$ cat config.mk
export PLATFORM = sky130hd
export DESIGN_NAME = bpsk_symbol_serializer_flat
export DESIGN_NICKNAME = d
export VERILOG_FILES = /design/src/rtl/bpsk_symbol_serializer_if.sv /design/src/rtl/bpsk_symbol_serializer.sv /design/src/flat_wrapper.sv
export SDC_FILE = /design/constraint.sdc
export NUM_CORES = 1
export LEC_CHECK = 0
export BUFFER_PORTS_ARGS = -buffer_cell sky130_fd_sc_hd__clkbuf_2
export CORE_UTILIZATION = 51
export CTS_CLUSTER_DIAMETER = 40
export DETAILED_ROUTE_END_ITERATION = 10
export HOLD_SLACK_MARGIN = 0.08
export PLACE_DENSITY = 0.73
export SLEW_MARGIN = 20
export SYNTH_ARGS = -nofsm -noshare
export SYNTH_HDL_FRONTEND = slang
export SYNTH_SLANG_ARGS = --single-unit
$ cat constraint.sdc
create_clock -name clk -period 1.9 [get_ports clk]
set_clock_uncertainty 0.2 [all_clocks]
set_input_delay 0 -clock clk [delete_from_list [all_inputs] [get_ports clk]]
set_output_delay 0 -clock clk [all_outputs]
set_load 0.01 [all_outputs]
$ cat src/rtl/bpsk_symbol_serializer_if.sv
// Handshake bundle between the BPSK modulator, the serializer and the channel stage.
// The word side is in_*, the symbol side is sym_*.
interface bpsk_symbol_serializer_if #(parameter int N = 12);
    logic             in_valid;
    logic             in_ready;
    logic [2*N-1:0]   in_data;
    logic             sym_valid;
    logic             sym_ready;
    logic [1:0]       sym_out;
    logic             sym_first;
    logic             sym_last;
    logic             sym_err;

    modport master (
        output in_valid, in_data, sym_ready,
        input  in_ready, sym_valid, sym_out, sym_first, sym_last, sym_err
    );

    modport slave (
        input  in_valid, in_data, sym_ready,
        output in_ready, sym_valid, sym_out, sym_first, sym_last, sym_err
    );
endinterface

$ cat src/rtl/bpsk_symbol_serializer.sv
// Serializes N-symbol BPSK words into one 2-bit symbol per clock.
// Holds one word ahead in a pending register so consecutive words stream without gaps.
module bpsk_symbol_serializer #(
    parameter int N = 12
) (
    input  logic                     clk,
    input  logic                     rst_n,
    bpsk_symbol_serializer_if.slave  bus,
    output logic                     busy,
    output logic [15:0]              word_count
);
    localparam int W  = 2 * N;
    localparam int IW = (N > 1) ? $clog2(N) : 1;
    localparam logic [IW-1:0] LAST_IDX = IW'(N - 1);

    typedef enum logic {IDLE = 1'b0, SHIFT = 1'b1} state_t;

    state_t          state_reg, state_next;
    logic [W-1:0]    act_reg, act_next;
    logic [W-1:0]    pend_reg, pend_next;
    logic            pend_v_reg, pend_v_next;
    logic [IW-1:0]   idx_reg, idx_next;
    logic [15:0]     count_reg, count_next;

    logic            accept;
    logic            sym_hs;
    logic            word_done;

    assign accept    = bus.in_valid && !pend_v_reg;
    assign sym_hs    = (state_reg == SHIFT) && bus.sym_ready;
    assign word_done = sym_hs && (idx_reg == LAST_IDX);

    always_ff @(posedge clk or negedge rst_n) begin
        if (!rst_n) begin
            state_reg <= IDLE;
        end else begin
            state_reg <= state_next;
        end
    end

    // SHIFT persists across word boundaries whenever another word is ready to load.
    always_comb begin
        state_next = state_reg;
        case (state_reg)
            IDLE:    if (accept) state_next = SHIFT;
            SHIFT:   if (word_done && !pend_v_reg && !accept) state_next = IDLE;
            default: state_next = IDLE;
        endcase
    end

    always_comb begin
        bus.in_ready  = !pend_v_reg;
        bus.sym_valid = (state_reg == SHIFT);
        bus.sym_out   = act_reg[1:0];
        bus.sym_first = (idx_reg == '0);
        bus.sym_last  = (idx_reg == LAST_IDX);
        bus.sym_err   = (state_reg == SHIFT) && !act_reg[0];
        busy          = (state_reg == SHIFT) || pend_v_reg;
        word_count    = count_reg;
    end

    always_comb begin
        act_next    = act_reg;
        idx_next    = idx_reg;
        pend_next   = pend_reg;
        pend_v_next = pend_v_reg;
        count_next  = count_reg;
        if (state_reg == IDLE) begin
            if (accept) begin
                act_next = bus.in_data;
                idx_next = '0;
            end
        end else begin
            if (sym_hs && !word_done) begin
                act_next = act_reg >> 2;
                idx_next = idx_reg + 1'b1;
            end
            if (word_done) begin
                count_next = count_reg + 16'd1;
                idx_next   = '0;
                // in_ready is low whenever pend is full, so accept and pend_v never coincide here.
                if (pend_v_reg) begin
                    act_next    = pend_reg;
                    pend_v_next = 1'b0;
                end else if (accept) begin
                    act_next = bus.in_data;
                end
            end else if (accept) begin
                pend_next   = bus.in_data;
                pend_v_next = 1'b1;
            end
        end
    end

    always_ff @(posedge clk or negedge rst_n) begin
        if (!rst_n) begin
            act_reg    <= '0;
            idx_reg    <= '0;
            pend_reg   <= '0;
            pend_v_reg <= 1'b0;
            count_reg  <= '0;
        end else begin
            act_reg    <= act_next;
            idx_reg    <= idx_next;
            pend_reg   <= pend_next;
            pend_v_reg <= pend_v_next;
            count_reg  <= count_next;
        end
    end
endmodule
$ cat src/flat_wrapper.sv
// flat-port wrapper written by rule: the top's interface ports become plain ports
module bpsk_symbol_serializer_flat 
#(
    parameter int N = 12
)
  (clk, rst_n, busy, word_count, bus_in_valid, bus_in_data, bus_sym_ready, bus_in_ready, bus_sym_valid, bus_sym_out, bus_sym_first, bus_sym_last, bus_sym_err);
  bpsk_symbol_serializer_if #(.N(N)) bus_i ();
  input  logic clk;
  input  logic rst_n;
  output logic busy;
  output logic [15:0] word_count;
  input wire logic [$bits(bus_i.in_valid)-1:0] bus_in_valid;
  input wire logic [$bits(bus_i.in_data)-1:0] bus_in_data;
  input wire logic [$bits(bus_i.sym_ready)-1:0] bus_sym_ready;
  output wire logic [$bits(bus_i.in_ready)-1:0] bus_in_ready;
  output wire logic [$bits(bus_i.sym_valid)-1:0] bus_sym_valid;
  output wire logic [$bits(bus_i.sym_out)-1:0] bus_sym_out;
  output wire logic [$bits(bus_i.sym_first)-1:0] bus_sym_first;
  output wire logic [$bits(bus_i.sym_last)-1:0] bus_sym_last;
  output wire logic [$bits(bus_i.sym_err)-1:0] bus_sym_err;
  assign bus_i.in_valid = bus_in_valid;
  assign bus_i.in_data = bus_in_data;
  assign bus_i.sym_ready = bus_sym_ready;
  assign bus_in_ready = bus_i.in_ready;
  assign bus_sym_valid = bus_i.sym_valid;
  assign bus_sym_out = bus_i.sym_out;
  assign bus_sym_first = bus_i.sym_first;
  assign bus_sym_last = bus_i.sym_last;
  assign bus_sym_err = bus_i.sym_err;
  bpsk_symbol_serializer #(.N(N)) u_core (.clk(clk), .rst_n(rst_n), .bus(bus_i), .busy(busy), .word_count(word_count));
endmodule
# Word level (Yosys, flattened, before mapping)
# Cells that the tools add are included.
# word_totals
ff_bits	70
input_bits	28
out_inout_bits	24
wordCells	46
# classes
add_sub_neg	2
n_eq_ne	2
muxes	15
n_bitwise	2
reduce_logical	19
# op_table
cell	n
$mux 24	6
$add 16x1->16 const B	1
$mux 4	4
$logic_and 1x1->1	7
$reduce_and 2->1	3
$add 4x1->4 const B	1
$eq 4x4->1 const B	1
$logic_not 1->1	4
$logic_not 4->1	1
$mux 1	4
$reduce_bool 2->1	2
$ne 3x3->1 const B	1
$reduce_and 3->1	1
$not 1->1	2
$pmux 1 s2	1
$logic_or 1x1->1	1

# Logic depth before layout (Yosys ltp)
# Gate-level depths: netlist of the first run.
# depth
ltp_word	9
ltp_mapped	7
mapped_depth_nobuf	6

# Worst setup path after synthesis of the first run
# No wires, ideal clock.
# synth_timing
kind	register to register
from	register u_core.idx_reg[0]
to	register u_core.pend_reg[10]
setup_ns	0.125
arrival_time_ns	1.570
required_ns	1.575
slack_ns	0.005
stages_incl_launch_ff	8
path_buffers	1
synth_period_minus_slack_ns	1.895
cell_sequence	dfrtp_1 -> ha_1 -> nand3b_4 -> inv_2 -> a21boi_4 -> nand2_4 -> buf_6 -> mux2_4
# synth_via
elab_chain_len	4
# synth_lines
element	line	source
start, declared	bpsk_symbol_serializer.sv:22	logic [IW-1:0] idx_reg, idx_next;
start signal, assigned	bpsk_symbol_serializer.sv:104	idx_reg <= idx_next;
$eq 4x4->1	bpsk_symbol_serializer.sv:31	assign word_done = sym_hs && (idx_reg == LAST_IDX);
$logic_and 1x1->1	bpsk_symbol_serializer.sv:31	
$not 1->1 (no line)	-	
$reduce_and 3->1 (no line)	-	
end signal, assigned	bpsk_symbol_serializer.sv:105	pend_reg <= pend_next;
end, declared	bpsk_symbol_serializer.sv:20	logic [W-1:0] pend_reg, pend_next;
# Every way passes these cells.
# A chain may end at the register's enable or synchronous reset.

# Worst setup path after layout of the first run
# layout_timing
from	register u_core.idx_reg[0]
to	register u_core.pend_reg[12]
# Same word-level chain as after synthesis.

==> results of run 1 <==
-- worst paths after layout --
check | start | to | slack [ns] | cells after the start
max | u_core.idx_reg[0] | u_core.pend_reg[12] | 0.06 | 7
min | rst_n | u_core.word_count[11] | 0.04 | 3
max reg2reg | u_core.idx_reg[0] | u_core.pend_reg[12] | 0.06 | 7
min reg2reg | u_core.word_count[15] | u_core.word_count[15] | 0.29 | 1
max in group asynchronous | rst_n | u_core.bus.sym_valid | 0.65 | 4
min in group clk | bus_in_data[11] | u_core.act_reg[11] | 0.24 | 3
-- cell type report --
class,count,area share (%)
sequential,70,39.70
multi-input combinational,196,34.77
timing repair buffer,110,18.42
clock buffer,9,2.805
tap,77,2.182
clock inverter,7,1.785
inverter,4,0.3400
-- per-layer routing --
layer	track usage (%)	wire, µm	vias to the layer above
met5	0	0	-
met4	7.210	105	0
met3	5.169	377	10
met2	39.64	3930	88
met1	33.80	3615	1305
li1	-	-	1267
-- tightest hold or removal path, cell delays in order --
cell	delay [ns]
sky130_fd_sc_hd__dlygate4sd3_1	0.52
sky130_fd_sc_hd__buf_2	0.11
sky130_fd_sc_hd__buf_2	0.41
-- power breakdown --
group / switching [mW] / internal, mW / total [mW]
logic: 0.545 / 0.802 / 1.35
clock network: 0.611 / 0.622 / 1.23
registers: 0.326 / 1.96 / 2.29
-- cells by family after synthesis --
logic type,count (synthesis)
AOI/OAI and AO/OA,67
xor gates and xnor gates,15
adders and majority gates,3
buffers and inverters,23
DFF,70
muxes,27
and+or+nand+nor,84
-- synthesized netlist by cell type, drive strengths merged, types with 2 or more instances --
master	instances
and4	2
xnor2	10
a21oi	12
nor2	6
nand2b	2
a22oi	11
inv	4
xor2	5
nand3	18
and3	6
and2	3
buf	9
o31ai	3
a221o	13
nand2	37
clkbuf	10
nor3	4
o21ai	2
dfrtp	70
ha	3
mux2i	2
nand4	2
o211ai	22
mux2	25
-- stage by stage --
step	hold slack [ns]	setup slack (ns)	power, mW	cells	util, %
finish	0.03616	0.05982	4.868	473	69.54
global route	0.08072	-0.001488	5.156	473	69.54
CTS	0.2256	0.008526	4.857	470	68.71
detailed placement	-0.1556	-0.01832	3.557	425	60.81
global placement	-0.1610	0.05493	3.495	425	60.81
floorplan	-0.4956	0.004874	3.137	289	-
-- layout by cell type, fill, tap and decap left out, drive strengths merged, types with 2 or more instances in the layout --
| cell type | n |
|---|---|
| nand3 | 18 |
| clkbuf | 59 |
| a22oi | 11 |
| xnor2 | 10 |
| mux2 | 25 |
| ha | 3 |
| and3 | 6 |
| buf | 32 |
| dlygate4sd3 | 28 |
| o31ai | 3 |
| o211ai | 22 |
| nand2 | 37 |
| o21ai | 2 |
| mux2i | 2 |
| nand4 | 2 |
| clkinv | 3 |
| dfrtp | 70 |
| a221o | 13 |
| and4 | 2 |
| and2 | 3 |
| nor3 | 4 |
| xor2 | 5 |
| inv | 7 |
| a21oi | 12 |
| nand2b | 2 |
| nor2 | 6 |
-- repair_timing --
action                                 4_1_cts  5_1_grt
gates resized for setup                      2        8
buffers inserted                             0        2
endpoints found under the hold margin      123        0
setup endpoints to repair                    7       55
pin swaps                                    0        1
hold buffers                                29        0
cloned                                       0        1
==> results.py, run 1 <==
metrics = {
    "status": {
        "status": "complete, no violations",
    },
    "timing": {
        "timing.setup.tns_ns": 0,
        "maxClockFrequency_mhz": 543.4,
        "timing.final.crit_period_ns": 1.840,
        "max_slew_margin_pct": 67.90,
        "slew_of_the_pin_with_the_lowest_slew_margin_ns": 0.4815,
        "count_of_final_max_slew_check_failures": 0,
        "report.final.hold_viol_count": 0,
        "timing.final.crit_share_pct": 96.85,
        "report.final.setup_viol": 0,
    },
    "layout": {
        "multiInputGateArea_um2": 1535,
        "fillCellCount": 479,
        "share_of_layout_cells_above_drive_strength_1_pct": 34.60,
        "fin_area_um2": 4415,
        "antenna_cells": 0,
        "syn2layout_area_growth_pct": 31.34,
        "layout.area.seq_um2": 1753,
        "design.final.nets": 422,
    },
    "yosys": {
        "synth.area.top_cells": "sky130_fd_sc_hd__dfrtp_1 (52%), sky130_fd_sc_hd__mux2_4 (8.9%), sky130_fd_sc_hd__o211ai_1 (4.9%)",
        "synth_simple_gate_area_share_pct": 12.80,
        "async_reset_ff_share_pct": 100.0,
        "synth_sequential_area_ratio_pct": 52.10,
        "netlist-cell-type-count": 40,
        "synth.area.mux_share_pct": 11.20,
        "gate_count_after_technology_mapping": 289,
        "syn-cell-area_um2": 3362,
        "synth_xor_area_share_pct": 3.908,
        "synthAdderAreaFrac_pct": 1.116,
        "yosysWarningCount": 0,
        "synth-edff-count": 0,
        "postSynthNetCount": 320,
        "dominant_combinational_cell_family_by_area_after_synthesis": "compound AO/OA/AOI/OAI gates",
        "yosysTopAreaCellShare_pct": 52.10,
        "synth_compound_gate_area_share_pct": 15.30,
        "syn-mean-instance-area_um2": 11.63,
        "synth-main-ff-cell": "sky130_fd_sc_hd__dfrtp_1",
        "flip_flop_and_latch_count_after_synthesis": 70,
        "cell_type_with_the_highest_aggregate_area_in_the_netlist": "sky130_fd_sc_hd__dfrtp_1",
    },
    "critical_path": {
        "critical_path.n_buffers_inverters": 2,
        "startpoint_type": "flop",
        "critical_path_required_ns": 1.93,
        "cp_class": "flop to flop",
        "cpMaxStageDelayCell": "sky130_fd_sc_hd__dfrtp_1",
        "crit_family": "flip-flops",
        "crit_path_cell_trace": "ha_4, nand3b_4, inv_2, a21boi_4, nand2_4, buf_12, mux2_4",
        "arrival_ns": 1.87,
        "endpoint_kind": "flop",
        "worstPathMaxFanout": 16,
        "delay_of_the_slowest_cell_on_the_worst_path_ns": 0.42,
    },
    "drt": {
        "vias_per_cell": 5.645,
        "drtPass1Iterations": 5,
        "postRouteWirelength_um": 8029,
        "drc_errors": 0,
        "drt_iter0_markers": 169,
        "total_via_count_after_detailed_routing": 2670,
        "detail-route-antenna-nets": 0,
        "detail_route.wl_per_cell_um": 16.97,
    },
    "placement": {
        "globalplace.congestion": 0.8542,
        "number_of_port_buffers": 51,
        "dpl-instance-area_um2": 3861,
        "hpwlAfterDp_um": 5356,
    },
    "clock_tree": {
        "worstSkewPairLatency_ns": 0.34,
        "cts-buffers-inserted": 9,
        "cts.sink_count": 70,
        "clk_pin_slew_ns": 0.09,
        "clock-root-buffer": "sky130_fd_sc_hd__clkbuf_8",
        "cts_htree_levels": 3,
        "cts_buffer_depth": 2,
        "cts_tree": "done",
    },
    "die": {
        "floorplan.die_area_um2": 6921,
        "placement_rows": 29,
        "initial_utilization_pct": 52.95,
        "io_pins": 52,
        "design.core.area_um2": 6350,
        "die_span_y_um": 83.19,
        "die-width_um": 83.19,
    },
    "global_route": {
        "grt_pass1_wl_um": 13230,
        "grt_start_max_net_pins": 28,
        "antenna_violations_before_repair": 0,
        "global_route.usage.total_pct": 24.62,
        "grt_pass1_vias": 2697,
        "grt_overflow": 0,
    },
    "run": {
        "maxCapViolations": 0,
    },
    "pwr": {
        "vdd_ir_drop_max_mv": 0.7403,
        "power_density_nw_per_um2": 1102,
        "total_leakage_power_nw": 2.198,
    },
    "worst_hold_path": {
        "timing.hold.worst.class": "input pin to async pin",
    },
}
No activity file was read; power rests on OpenSTA's default activity.
==> run 2: changes to the inputs <==
--- a/config.mk
+++ b/config.mk
@@ -6,6 +6,7 @@
 export NUM_CORES = 1
 export LEC_CHECK = 0
 export BUFFER_PORTS_ARGS = -buffer_cell sky130_fd_sc_hd__clkbuf_2
+export CAP_MARGIN = 0
 export CORE_UTILIZATION = 51
 export CTS_CLUSTER_DIAMETER = 40
 export DETAILED_ROUTE_END_ITERATION = 10
==> constraint.sdc (replaced) <==
create_clock -name clk -period 1.9 [get_ports clk]
set_clock_uncertainty 0.2 [all_clocks]
set_input_delay 0 -clock clk [delete_from_list [all_inputs] [get_ports clk]]
set_output_delay 0 -clock clk [all_outputs]
set_load 0.005 [all_outputs]
==> results.py, run 2 (synthesis gave the netlist of run 1 again) <==
metrics = {
    "status": {
        "status": "complete, no violations",
    },
    "clock_tree": {
        "cts_htree_levels": 3,
        "worstSkewPairLatency_ns": 0.34,
        "cts-buffers-inserted": 9,
        "clk_pin_slew_ns": 0.09,
        "cts_tree": "done",
        "clock-root-buffer": "sky130_fd_sc_hd__clkbuf_8",
        "cts.sink_count": 70,
        "cts_buffer_depth": 2,
    },
    "drt": {
        "drc_errors": 0,
        "total_via_count_after_detailed_routing": 2658,
        "detail_route.wl_per_cell_um": 16.95,
        "vias_per_cell": 5.619,
        "drtPass1Iterations": 4,
        "detail-route-antenna-nets": 0,
        "drt_iter0_markers": 189,
        "postRouteWirelength_um": 8016,
    },
    "critical_path": {
        "critical_path_required_ns": 1.93,
        "endpoint_kind": "flop",
        "arrival_ns": 1.87,
        "reg2reg_from": "u_core.idx_reg[0]",
        "crit_start": "u_core.idx_reg[0]",
        "worstPathMaxFanout": 16,
        "startpoint_type": "flop",
        "cp_class": "flop to flop",
    },
    "pwr": {
        "seq_power_share_pct": 47.3,
        "total_leakage_power_nw": 2.198,
        "sw_frac_of_total_pct": 30.15,
        "vdd_ir_drop_max_mv": 0.7406,
        "internal_power_mw": 3.385,
        "power.combinational.fraction_pct": 27.2,
        "net-switching-power_mw": 1.461,
        "clock_power_share_pct": 25.5,
        "power_density_nw_per_um2": 1097,
    },
    "global_route": {
        "grt_start_max_net_pins": 28,
        "grt_pass1_vias": 2697,
        "antenna_violations_before_repair": 0,
        "global_route.usage.total_pct": 24.62,
        "grt_pass1_wl_um": 13230,
        "grt_overflow": 0,
    },
    "die": {
        "io_pins": 52,
        "initial_utilization_pct": 52.95,
        "placement_rows": 29,
        "design.core.area_um2": 6350,
        "floorplan.die_area_um2": 6921,
        "die_span_y_um": 83.19,
        "die-width_um": 83.19,
    },
    "timing": {
        "slew_of_the_pin_with_the_lowest_slew_margin_ns": 0.4832,
        "report.final.setup_viol": 0,
        "count_of_final_max_slew_check_failures": 0,
        "maxClockFrequency_mhz": 544.4,
        "post-route-worst-setup-slack_ns": 0.06311,
        "report.final.hold_viol_count": 0,
        "timing.final.crit_share_pct": 96.68,
        "max_slew_margin_pct": 67.79,
        "timing.final.crit_period_ns": 1.837,
    },
    "layout": {
        "multiInputGateArea_um2": 1535,
        "syn2layout_area_growth_pct": 31.34,
        "antenna_cells": 0,
        "share_of_layout_cells_above_drive_strength_1_pct": 34.60,
        "design.final.nets": 422,
        "fin_util_pct": 69.54,
        "leading_cell_type_in_the_layout_fill_and_taps_excluded": "sky130_fd_sc_hd__dfrtp_1",
        "layout.area.seq_um2": 1753,
        "layout_common_cells": "sky130_fd_sc_hd__dfrtp_1 (69), sky130_fd_sc_hd__clkbuf_2 (50), sky130_fd_sc_hd__nand2_1 (36)",
        "fillCellCount": 479,
    },
    "placement": {
        "number_of_port_buffers": 51,
        "dp_worst_setup_slack_ns": -0.01832,
        "globalplace.congestion": 0.8542,
        "hpwlAfterDp_um": 5356,
    },
    "run": {
        "maxCapViolations": 0,
    },
    "worst_hold_path": {
        "timing.hold.worst.class": "input pin to async pin",
    },
}
==> run 2: cell counts in the layout (fill, tap and decap cells not counted) <==
Identical to the previous run, type by type.
==> run 2: per-layer routing <==
| layer | share of wire (%) | vias up | track usage, % |
|---|---|---|---|
| met2 | 49 | 77 | 39.64 |
| li1 | - | 1268 | - |
| met5 | 0 | - | 0 |
| met4 | 1.3 | 0 | 7.210 |
| met3 | 4.6 | 10 | 5.169 |
| met1 | 45 | 1303 | 33.80 |
==> run 2: power by group through the flow <==
stage	Combinational [mW]	Clock, mW	Sequential, mW
after floorplan	0.916	0	2.20
after global placement	1.19	0	2.28
after detailed placement	1.24	0	2.29
after CTS	1.30	1.27	2.27
after global routing	1.45	1.34	2.34
final	1.32	1.24	2.29
==> run 2: worst paths after layout <==
path | endpoint | slack (ns) | depth (start not counted)
hold / removal | u_core.word_count[11] | 0.04 | 3
setup / recovery | u_core.pend_reg[12] | 0.06 | 7
min in group clk | u_core.act_reg[11] | 0.24 | 3
max in group asynchronous | u_core.bus.sym_valid | 0.65 | 4
hold reg to reg | u_core.word_count[15] | 0.29 | 1
setup reg to reg | u_core.pend_reg[12] | 0.06 | 7
==> run 2: cell type report <==
class | count | share of cell area (%)
Clock inverter | 7 | 1.785
Inverter | 4 | 0.3400
Timing Repair Buffer | 110 | 18.42
Clock buffer | 9 | 2.805
Sequential cell | 70 | 39.70
Multi-Input combinational cell | 196 | 34.77
Tap cell | 77 | 2.182
==> run 2: through the flow <==
step | hold slack [ns] | total power, mW | instances | area (µm²) | setup TNS, ns
5_1_grt | 0.08072 | 5.129 | 473 | 4415 | -0.02324
3_5_place_dp | -0.1556 | 3.535 | 425 | 3861 | -0.01832
3_3_place_gp | -0.1610 | 3.472 | 425 | 3861 | 0
6_report | 0.03732 | 4.846 | 473 | 4415 | 0
2_1_floorplan | -0.4956 | 3.115 | 289 | 3362 | 0
4_1_cts | 0.2256 | 4.834 | 470 | 4363 | 0
==> run 2: worst max-delay path: stages (launching register included) <==
cell and delay (ns):
sky130_fd_sc_hd__dfrtp_1 0.42, sky130_fd_sc_hd__ha_4 0.19, sky130_fd_sc_hd__nand3b_4 0.08, sky130_fd_sc_hd__inv_2 0.06, sky130_fd_sc_hd__a21boi_4 0.21, sky130_fd_sc_hd__nand2_4 0.09
sky130_fd_sc_hd__buf_12 0.17, sky130_fd_sc_hd__mux2_4 0.30
==> run 2: what timing repair did <==
item | in CTS | in global routing
gates cloned | 0 | 1
setup endpoints to repair | 7 | 55
pin swaps | 0 | 1
hold endpoints to repair | 123 | 0
hold buffers | 29 | 0
resized for setup | 2 | 8
setup buffers | 0 | 2
==> run 3: changes to the inputs <==
==> constraint.sdc (replaced) <==
create_clock -name clk -period 1.5 [get_ports clk]
set_clock_uncertainty 0.2 [all_clocks]
set_input_delay 0 -clock clk [delete_from_list [all_inputs] [get_ports clk]]
set_output_delay 0 -clock clk [all_outputs]
set_load 0.005 [all_outputs]
==> results.py, run 3 (synthesis gave the netlist of run 1 again) <==
metrics = {
    "critical_path": {
        "arrival_ns": 1.92,
        "reg2reg_from": "u_core.idx_reg[1]",
        "endpoint_kind": "flop",
        "worstPathMaxFanout": 19,
        "cp_class": "flop to flop",
        "crit_start": "u_core.idx_reg[1]",
        "startpoint_type": "flop",
        "critical_path_required_ns": 1.54,
    },
    "timing": {
        "count_of_final_max_slew_check_failures": 0,
        "rsz0062_at_grt": "true",
        "maxClockFrequency_mhz": 530.2,
        "report.final.hold_viol_count": 0,
        "report.final.setup_viol": 70,
        "slew_of_the_pin_with_the_lowest_slew_margin_ns": 0.4308,
        "timing.final.crit_period_ns": 1.886,
        "post-route-worst-setup-slack_ns": -0.3861,
        "timing.final.crit_share_pct": 125.7,
        "max_slew_margin_pct": 71.28,
    },
    "clock_tree": {
        "cts_buffer_depth": 2,
        "cts.sink_count": 70,
        "cts_tree": "done",
        "worstSkewPairLatency_ns": 0.36,
        "cts-buffers-inserted": 9,
        "cts_htree_levels": 3,
        "clk_pin_slew_ns": 0.08,
        "clock-root-buffer": "sky130_fd_sc_hd__clkbuf_8",
    },
    "die": {
        "initial_utilization_pct": 52.95,
        "die_span_y_um": 83.19,
        "design.core.area_um2": 6350,
        "die-width_um": 83.19,
        "placement_rows": 29,
        "floorplan.die_area_um2": 6921,
        "io_pins": 52,
    },
    "layout": {
        "leading_cell_type_in_the_layout_fill_and_taps_excluded": "sky130_fd_sc_hd__dfrtp_1",
        "final_non_filler_cell_total": 496,
        "share_of_layout_cells_above_drive_strength_1_pct": 39.14,
        "antenna_cells": 0,
        "layout_common_cells": "sky130_fd_sc_hd__dfrtp_1 (70), sky130_fd_sc_hd__clkbuf_2 (50), sky130_fd_sc_hd__buf_4 (44)",
        "multiInputGateArea_um2": 1549,
        "design.final.nets": 445,
        "fillCellCount": 439,
        "syn2layout_area_growth_pct": 37.44,
        "layout.area.seq_um2": 1752,
    },
    "run": {
        "maxCapViolations": 0,
    },
    "pwr": {
        "power.combinational.fraction_pct": 29.3,
        "seq_power_share_pct": 46.9,
        "power_density_nw_per_um2": 1336,
        "net-switching-power_mw": 1.967,
        "vdd_ir_drop_max_mv": 0.9413,
        "sw_frac_of_total_pct": 31.86,
        "total_leakage_power_nw": 2.303,
        "clock_power_share_pct": 23.8,
        "internal_power_mw": 4.207,
    },
    "drt": {
        "drc_errors": 0,
        "drtPass1Iterations": 5,
        "detail-route-antenna-nets": 0,
        "detail_route.wl_per_cell_um": 16.84,
        "drt_iter0_markers": 222,
        "vias_per_cell": 5.649,
        "total_via_count_after_detailed_routing": 2802,
        "postRouteWirelength_um": 8355,
    },
    "global_route": {
        "grt_overflow": 0,
        "grt_pass1_vias": 2920,
        "grt_start_max_net_pins": 28,
        "grt_pass1_wl_um": 14490,
        "global_route.usage.total_pct": 26.64,
        "antenna_violations_before_repair": 0,
    },
    "placement": {
        "number_of_port_buffers": 51,
        "placed_cells": 447,
        "dp_worst_setup_slack_ns": -0.3588,
        "hpwlAfterDp_um": 5520,
        "globalplace.congestion": 0.8920,
    },
    "status": {
        "status": "finished, violations left",
        "failed_checks": "negative setup slack",
    },
    "worst_hold_path": {
        "timing.hold.worst.class": "input pin to flop",
        "holdCritStartpoint": "bus_sym_ready",
    },
}
run 3: repair_timing:
item                                    in CTS  in global routing
cloned                                       2                  0
pin swaps                                    2                 11
setup buffers                                3                  0
endpoints found under the setup margin      71                106
resized for setup                           21                  5
hold endpoints to repair                   124                  0
hold buffers                                28                  0
run 3: per-stage QoR:
stage / util (%) / TNS (ns) / hold slack [ns] / total power, mW / area [µm²]
3_3_place_gp: 63.57 / -16.09 / -0.1993 / 4.498 / 4036
4_1_cts: 72.49 / -20.46 / 0.07017 / 6.163 / 4603
6_report: 72.77 / -20.26 / 0.08610 / 6.173 / 4621
5_1_grt: 72.77 / -24.49 / 0.1144 / 6.531 / 4621
2_1_floorplan: - / -13.96 / -0.4956 / 3.957 / 3387
3_5_place_dp: 63.57 / -19.49 / -0.2033 / 4.576 / 4036
run 3: worst max-delay path, stage by stage (launching register included):
cell and delay [ns]:
sky130_fd_sc_hd__dfrtp_1 0.40, sky130_fd_sc_hd__ha_2 0.21, sky130_fd_sc_hd__nand3b_4 0.11, sky130_fd_sc_hd__inv_4 0.05, sky130_fd_sc_hd__a21boi_4 0.22, sky130_fd_sc_hd__nand2_4 0.08
sky130_fd_sc_hd__buf_12 0.18, sky130_fd_sc_hd__mux2_4 0.31
run 3: power groups by stage:
| stage | sequential [mW] | clock (mW) | combinational (mW) |
|---|---|---|---|
| floorplan | 2.79 | 0 | 1.17 |
| CTS | 2.88 | 1.48 | 1.80 |
| global placement | 2.89 | 0 | 1.61 |
| finish | 2.89 | 1.47 | 1.81 |
| detailed placement | 2.90 | 0 | 1.67 |
| global route | 2.95 | 1.58 | 2.00 |
run 3: worst paths after layout:
kind,slack [ns],end,cells past startpoint
min,0.09,u_core.act_reg[15],4
max in group asynchronous,0.21,u_core.pend_reg[12],4
max,-0.39,u_core.pend_reg[5],7
min in group asynchronous,0.43,u_core.idx_reg[2],3
min reg2reg,0.28,u_core.word_count[15],1
max reg2reg,-0.39,u_core.pend_reg[5],7
run 3: area by class of cell:
cell class | instances | area share (%)
clock buffers | 9 | 2.681
flip-flops and latches | 70 | 37.91
multi-input cells | 196 | 33.52
inverters | 4 | 0.4874
well taps | 77 | 2.085
clock inverters | 7 | 1.327
repair buffers | 133 | 21.99
run 3: routing by layer:
metal | share of wire (%) | up-vias | track usage (%)
met4 | 1.4 | 0 | 8.464
met1 | 45 | 1384 | 35.42
met5 | 0 | - | 0
li1 | - | 1314 | -
met2 | 49 | 90 | 43.29
met3 | 4.9 | 14 | 6.362
